$ cat src/rtl/product_bcd_display.sv
// Captures an 8-bit product, converts it to three BCD digits with a sequential
// shift-add-3 engine, and scans the result onto a 3-digit active-high 7-segment display.
module product_bcd_display #(
  parameter int REFRESH_DIV = 1024
) (
  input  logic       clk,
  input  logic       rst,
  input  logic [7:0] product,
  input  logic       load,
  output logic       busy,
  output logic       bcd_valid,
  output logic [11:0] bcd,
  output logic [6:0] seg,
  output logic [2:0] an
);

  localparam int RW = $clog2(REFRESH_DIV);
  localparam logic [RW-1:0] REFRESH_MAX = RW'(REFRESH_DIV - 1);

  typedef enum logic {IDLE, CONVERT} state_t;

  state_t        state_q, state_d;
  logic [7:0]    shift_q, shift_d;
  logic [11:0]   scratch_q, scratch_d;
  logic [2:0]    iter_q, iter_d;
  logic [11:0]   bcd_q, bcd_d;
  logic          bcd_valid_q, bcd_valid_d;
  logic [RW-1:0] refresh_q, refresh_d;
  logic [1:0]    digit_q, digit_d;
  logic [11:0]   adj;
  logic [3:0]    nib;
  logic          blank;

  function automatic logic [11:0] add3_nibbles(input logic [11:0] v);
    logic [11:0] r;
    for (int i = 0; i < 3; i++) begin
      r[i*4 +: 4] = (v[i*4 +: 4] >= 4'd5) ? v[i*4 +: 4] + 4'd3 : v[i*4 +: 4];
    end
    return r;
  endfunction

  function automatic logic [6:0] seg_decode(input logic [3:0] d);
    case (d)
      4'd0:    return 7'h3F;
      4'd1:    return 7'h06;
      4'd2:    return 7'h5B;
      4'd3:    return 7'h4F;
      4'd4:    return 7'h66;
      4'd5:    return 7'h6D;
      4'd6:    return 7'h7D;
      4'd7:    return 7'h07;
      4'd8:    return 7'h7F;
      4'd9:    return 7'h6F;
      default: return 7'h00;
    endcase
  endfunction

  always_comb begin
    state_d     = state_q;
    shift_d     = shift_q;
    scratch_d   = scratch_q;
    iter_d      = iter_q;
    bcd_d       = bcd_q;
    bcd_valid_d = bcd_valid_q;
    adj         = add3_nibbles(scratch_q);
    case (state_q)
      IDLE: begin
        if (load) begin
          state_d   = CONVERT;
          shift_d   = product;
          scratch_d = 12'h000;
          iter_d    = 3'd0;
        end
      end
      CONVERT: begin
        {scratch_d, shift_d} = {adj, shift_q} << 1;
        iter_d = iter_q + 3'd1;
        // The eighth shift leaves the finished digits in scratch_d.
        if (iter_q == 3'd7) begin
          state_d     = IDLE;
          bcd_d       = scratch_d;
          bcd_valid_d = 1'b1;
        end
      end
      default: state_d = IDLE;
    endcase
  end

  always_comb begin
    refresh_d = refresh_q + RW'(1);
    digit_d   = digit_q;
    if (refresh_q == REFRESH_MAX) begin
      refresh_d = '0;
      digit_d   = (digit_q == 2'd2) ? 2'd0 : digit_q + 2'd1;
    end
  end

  always_ff @(posedge clk) begin
    if (rst) begin
      state_q     <= IDLE;
      iter_q      <= 3'd0;
      bcd_q       <= 12'h000;
      bcd_valid_q <= 1'b0;
      refresh_q   <= '0;
      digit_q     <= 2'd0;
    end else begin
      state_q     <= state_d;
      iter_q      <= iter_d;
      bcd_q       <= bcd_d;
      bcd_valid_q <= bcd_valid_d;
      refresh_q   <= refresh_d;
      digit_q     <= digit_d;
    end
  end

  always_ff @(posedge clk) begin
    shift_q   <= shift_d;
    scratch_q <= scratch_d;
  end

  // Leading-zero blanking keeps the digit enable but drives no segments.
  always_comb begin
    nib   = bcd_q[3:0];
    blank = 1'b0;
    an    = 3'b000;
    seg   = 7'h00;
    case (digit_q)
      2'd1: begin
        nib   = bcd_q[7:4];
        blank = (bcd_q[11:4] == 8'h00);
      end
      2'd2: begin
        nib   = bcd_q[11:8];
        blank = (bcd_q[11:8] == 4'h0);
      end
      default: ;
    endcase
    if (bcd_valid_q) begin
      an  = 3'b001 << digit_q;
      seg = blank ? 7'h00 : seg_decode(nib);
    end
  end

  assign busy      = (state_q == CONVERT);
  assign bcd_valid = bcd_valid_q;
  assign bcd       = bcd_q;

endmodule

$ cat config.mk
export PLATFORM = sky130hd
export DESIGN_NAME = product_bcd_display
export DESIGN_NICKNAME = d
export VERILOG_FILES = /design/src/rtl/product_bcd_display.sv
export SDC_FILE = /design/constraint.sdc
export NUM_CORES = 1
export LEC_CHECK = 0
export CAP_MARGIN = 20
export CORE_MARGIN = 5
export CORE_UTILIZATION = 40
export DETAILED_ROUTE_END_ITERATION = 10
export PLACE_DENSITY = 0.68
export SYNTH_ARGS = -nofsm -noshare
export SYNTH_HDL_FRONTEND = slang
export SYNTH_SLANG_ARGS = --single-unit
$ cat constraint.sdc
create_clock -name clk -period 2.34 [get_ports clk]
set_input_delay 0.234 -clock clk [delete_from_list [all_inputs] [get_ports clk]]
set_output_delay 0.234 -clock clk [all_outputs]
set_load 0.02 [all_outputs]
Word level (Yosys, flattened, before mapping)
Memory sizes are Yosys's and may differ from the RTL's. Index checks and enable logic that the tools add are counted.

Memories kept: 1. ROM bits: 112. Register bits: 49. Logic and storage cells: 47. Output and inout bits: 24. Input port bits: 11.

Shift operators: 1. Reduce and logical (&&, ||, !) cells: 4. Equal/unequal tests: 5. Order comparisons: 3. Bitwise logic cells: 1. Multiplexer cells: 18. Add/subtract/negate cells: 6.

Memory list: (no name shown) (words 16, width 7, read ports 1, clocked after Yosys merged registers in 0, write ports 0, line 43) `case (d)`.

Operator list (number): $pmux W12 S2 (1); $pmux W8 S2 (1); $mux W7 (2); $ge A4 B3 Y1 const B (3); $mux W12 (1); $add A10 B1 Y10 const B (1); $eq A10 B10 Y1 const B (1); $mux W3 (3); $add A4 B2 Y4 const B (2); $logic_not A8 Y1 (1); $mux W4 (2); $mux W8 (1); $pmux W4 S2 (1); $pmux W3 S2 (1); $logic_not A4 Y1 (1); $pmux W1 S2 (2); $add A3 B1 Y3 const B (1); $add A3 B2 Y3 const B (1); $eq A3 B3 Y1 const B (1); $shl A1 B2 Y3 const A (1); $add A2 B1 Y2 const B (1); $eq A2 B1 Y1 const B (1); $eq A2 B2 Y1 const B (1); $mux W1 (2); other kinds (5) (5).

Depth between registers and ports, before layout
An unclocked memory read counts as a cell.

Depth in word-level cells: 5. Depth in mapped cells: 9. Depth with buffers taken out: 9.

Least setup slack after synthesis
Ideal clock, no wire load.

Path type: reg-to-output. Start: register digit_q[0]. End: output port seg[3]. Data arrival time: 2188 ps. Setup slack: -82 ps. Stages on the path, launching flop included: 10. Data required time: 2106 ps. Buffers on the path: 1. Cells stage by stage: dfxtp_1 -> inv_1 -> ha_1 -> buf_6 -> nor2_1 -> a21oi_1 -> inv_1 -> ha_1 -> mux2_1 -> a21oi_1.

Word-level cells in the longest chain between the ends: 5. Elaborated cells between the ends (all ways): 7. Those cells by class: eq/ne: 2; mux: 4; memory: 1.

Ends and longest elaborated chain: start, declared (line 29) `logic [1:0] digit_q, digit_d;`; start signal, assigned (line 112) `digit_q <= digit_d;`; $eq A2 B2 Y1 or $eq A2 B1 Y1 (tied branches) (line 127) `case (digit_q)`; $pmux W4 S2 (line 127); $mem_v2 Z16 W7; $mux W7 (*) (line 140) `seg = blank ? 7'h00 : seg_decode(nib);`; $mux W7 (*) (line 138) `if (bcd_valid_q) begin`; end, declared (line 13) `output logic [6:0] seg,`.

Every way passes the cells marked *; elsewhere a longest branch is shown, timed or not.

Worst setup path in the final report
Same ends and word-level chain as after synthesis.

==> impl_metrics.ini <==
[yosys]
synth_flop_cell = dfxtp_1
syn_area_um2 = 2510
netlist_instances = 255
synth_sequential_area_ratio_pct = 47.0
synth_async_sr_flop_share_pct = 0
synth-edff-count = 20
postSynthAreaPerCell_um2 = 9.86
synthesis.nets = 285
ys_types = 37
ys_warn_count = 0
synth_seq_cells = 49

[route]
drt-total-wl_um = 4920
wl_per_cell_um = 12.6
vias = 1929
drc = 0
drt_iter0_markers = 46
via_per_inst = 4.93
drt_pass1_iterations = 4
final_antenna_net_count = 0

[die]
core_area_um2 = 6030
start_util_pct = 41.7
die_x_um = 89.3
io_pins = 35
row_count = 28
die_h_um = 89.3
die-area_um2 = 7970

[clock_network]
clockRootBuffer = clkbuf_8
clock_latency_ps = 300
htree_num_levels = 2
clkTransAtPathRegs_ps = 100
cts_tree = yes
cts_buffer_depth = 2
cts_buffers = 5
cts-hold-fix-buffers = 0
cts_num_sinks = 49

[worst_setup_path]
cp-end-kind = primary output
reg2reg_to = bcd[2]
rrSetupSlack_ps = 630
start_kind = flip-flop
crit_path_end = seg[3]
reg2reg_depth = 6
worstReg2RegStart = scratch_q[0]
cp.required_ps = 2110
crit_fanout = 5
crit_arrival_ps = 2170
crit_start = digit_q[0]
path_class = flip-flop to primary output

[power_and_ir_drop]
leakage_uw = 0.00128
ir_drop_mv = 0.402
pwr_density_cell_nw_per_um2 = 517

[place]
port-buffer-count = 34
hpwlAfterDp_um = 3690
post-place-ws_ps = -439
dpl-instance-area_um2 = 3090
gp_congestion = 0.824
dpl.cell_count = 380

[final_layout]
multi_input_area_um2 = 1350
final_core_util_pct = 55.9
instances_no_fill = 391
syn_to_final_growth_pct = 33.9
final_cell_area_um2 = 3370
ff_latch_area_um2 = 1190
final_net_count = 345
drive_gt1_share_pct = 23.4
diodes = 0
nFillCells = 549

[status]
violations = setup timing
status = complete, but fails checks

[global_route]
antenna_found_initial = 0
grt.total_usage_pct = 13.5
grt_max_degree = 21
grt_pass1_vias = 1909
grt_first_pass_wirelength_um = 8490
grt_overflow = 0

[sta]
final.period_utilization_pct = 103
max_slew_margin_pct = 57.7
fin_ws_ps = -63.1
finalHoldViolCount = 0
rsz0062_at_grt = yes
tns_ps = -140
fmax_ghz = 0.416
min_period_ps = 2400
worst_pin_slew_ps = 634
finalSetupViolations = 5
finClkSkew_ps = 4.56
maxSlewViolCount = 0

[hold_path]
hp-class = flip-flop to flip-flop

[run]
drv_cap = 0
-- synth_stat cells, types with 6 or more instances --
library cell,number,share of area [%]
nor2_1,41,6.1
dfxtp_1,29,23
a21oi_1,26,5.2
edfxtp_1,20,24
ha_1,19,9.5
nand2_1,18,2.7
inv_1,13,1.9
and2_1,9,2.2
nor3b_1,8,2.4
mux2_2,7,3.1
xnor2_1,7,2.4
a211oi_1,6,1.8
nand3_1,6,1.2
-- power by group --
group | total, µW | leakage (µW) | switching, µW | internal (µW)
Sequential | 974 | 0.000446 | 32.1 | 942
Combinational | 182 | 0.000773 | 94.7 | 87.5
Clock | 584 | 0.0000584 | 299 | 285
-- metal layers --
layer | vias up | share of wire (%) | track usage [%]
met5 | - | 0 | 0
met4 | 0 | 1.2 | 4.33
met3 | 8 | 5.3 | 2.76
met2 | 39 | 47 | 22.6
met1 | 887 | 46 | 17.6
li1 | 995 | - | -
-- how the worst min path moves through the flow --
stage	start	to	slack (ps)	depth (start not counted)
after floorplan	rst	bcd[6]	310	1
after global placement	refresh_q[0]	refresh_q[0]	450	1
after detailed placement	refresh_q[0]	refresh_q[0]	450	1
after CTS	refresh_q[0]	refresh_q[0]	480	1
after global routing	refresh_q[0]	refresh_q[0]	510	1
final	refresh_q[0]	refresh_q[0]	470	1
-- final cells by class --
cell class	instances	area share (%)
Multi-Input combinational cell	184	40.1
Sequential cell	49	35.2
Timing Repair Buffer	62	16.8
Clock buffer	6	2.79
Tap cell	75	2.79
Inverter	13	1.60
Clock inverter	2	0.595
-- logic make-up after synthesis --
| family | count (synthesis) | synth area share, % |
|---|---|---|
| compound gates | 43 | 10.3 |
| xor+xnor | 12 | 4.18 |
| fa+ha+maj | 19 | 9.46 |
| buf+inv | 22 | 3.93 |
| flops | 49 | 47.0 |
| mux | 16 | 7.47 |
| simple gates | 94 | 17.7 |
-- sequential cells by signal, indices dropped and copies added, names as in the netlist --
| name | count |
|---|---|
| bcd | 12 |
| bcd_valid | 1 |
| busy | 1 |
| digit_q | 2 |
| iter_q | 3 |
| refresh_q | 10 |
| scratch_q | 12 |
| shift_q | 8 |
-- worst max-delay path, cell delays in order, from the launching register on --
cell     delay [ps]
dfxtp_2         350
buf_6           120
ha_4            160
buf_6           110
a22o_1          200
mux2i_4         240
buf_6           140
mux2_4          290
a21oi_2         110
buf_4           140
-- per-stage QoR --
| stage | total power (µW) | hold WS, ps |
|---|---|---|
| after floorplan | 1120 | 307 |
| after global placement | 1170 | 449 |
| after detailed placement | 1180 | 453 |
| after CTS | 1760 | 477 |
| after global routing | 1830 | 510 |
| final | 1740 | 470 |
-- repair_timing --
item / CTS / global route
setup buffers: 2 / 1
resized for setup: 68 / 4
setup endpoints to repair: 7 / 7
hold endpoints to repair: 0 / 0
pin swaps: 13 / 6
-- cell usage in the layout (no fill, tap or decap), types with 2 or more instances in the layout --
| cell | n |
|---|---|
| xnor2_1 | 7 |
| clkbuf_8 | 5 |
| ha_4 | 6 |
| nor2_1 | 41 |
| nand2b_1 | 3 |
| a21oi_1 | 23 |
| o21ai_0 | 2 |
| and3_1 | 2 |
| edfxtp_1 | 20 |
| buf_6 | 9 |
| clkdlybuf4s50_1 | 27 |
| buf_4 | 26 |
| a22o_1 | 2 |
| inv_1 | 9 |
| nor3b_1 | 8 |
| mux2i_4 | 2 |
| nand2_1 | 18 |
| and2_1 | 9 |
| inv_2 | 2 |
| mux2_2 | 7 |
| a21oi_2 | 4 |
| dfxtp_1 | 27 |
| nand3_1 | 6 |
| mux2i_1 | 5 |
| ha_1 | 13 |
| xor2_1 | 5 |
| a211oi_1 | 6 |
| inv_4 | 2 |
Note: power is estimated with default switching activity, not from simulation.
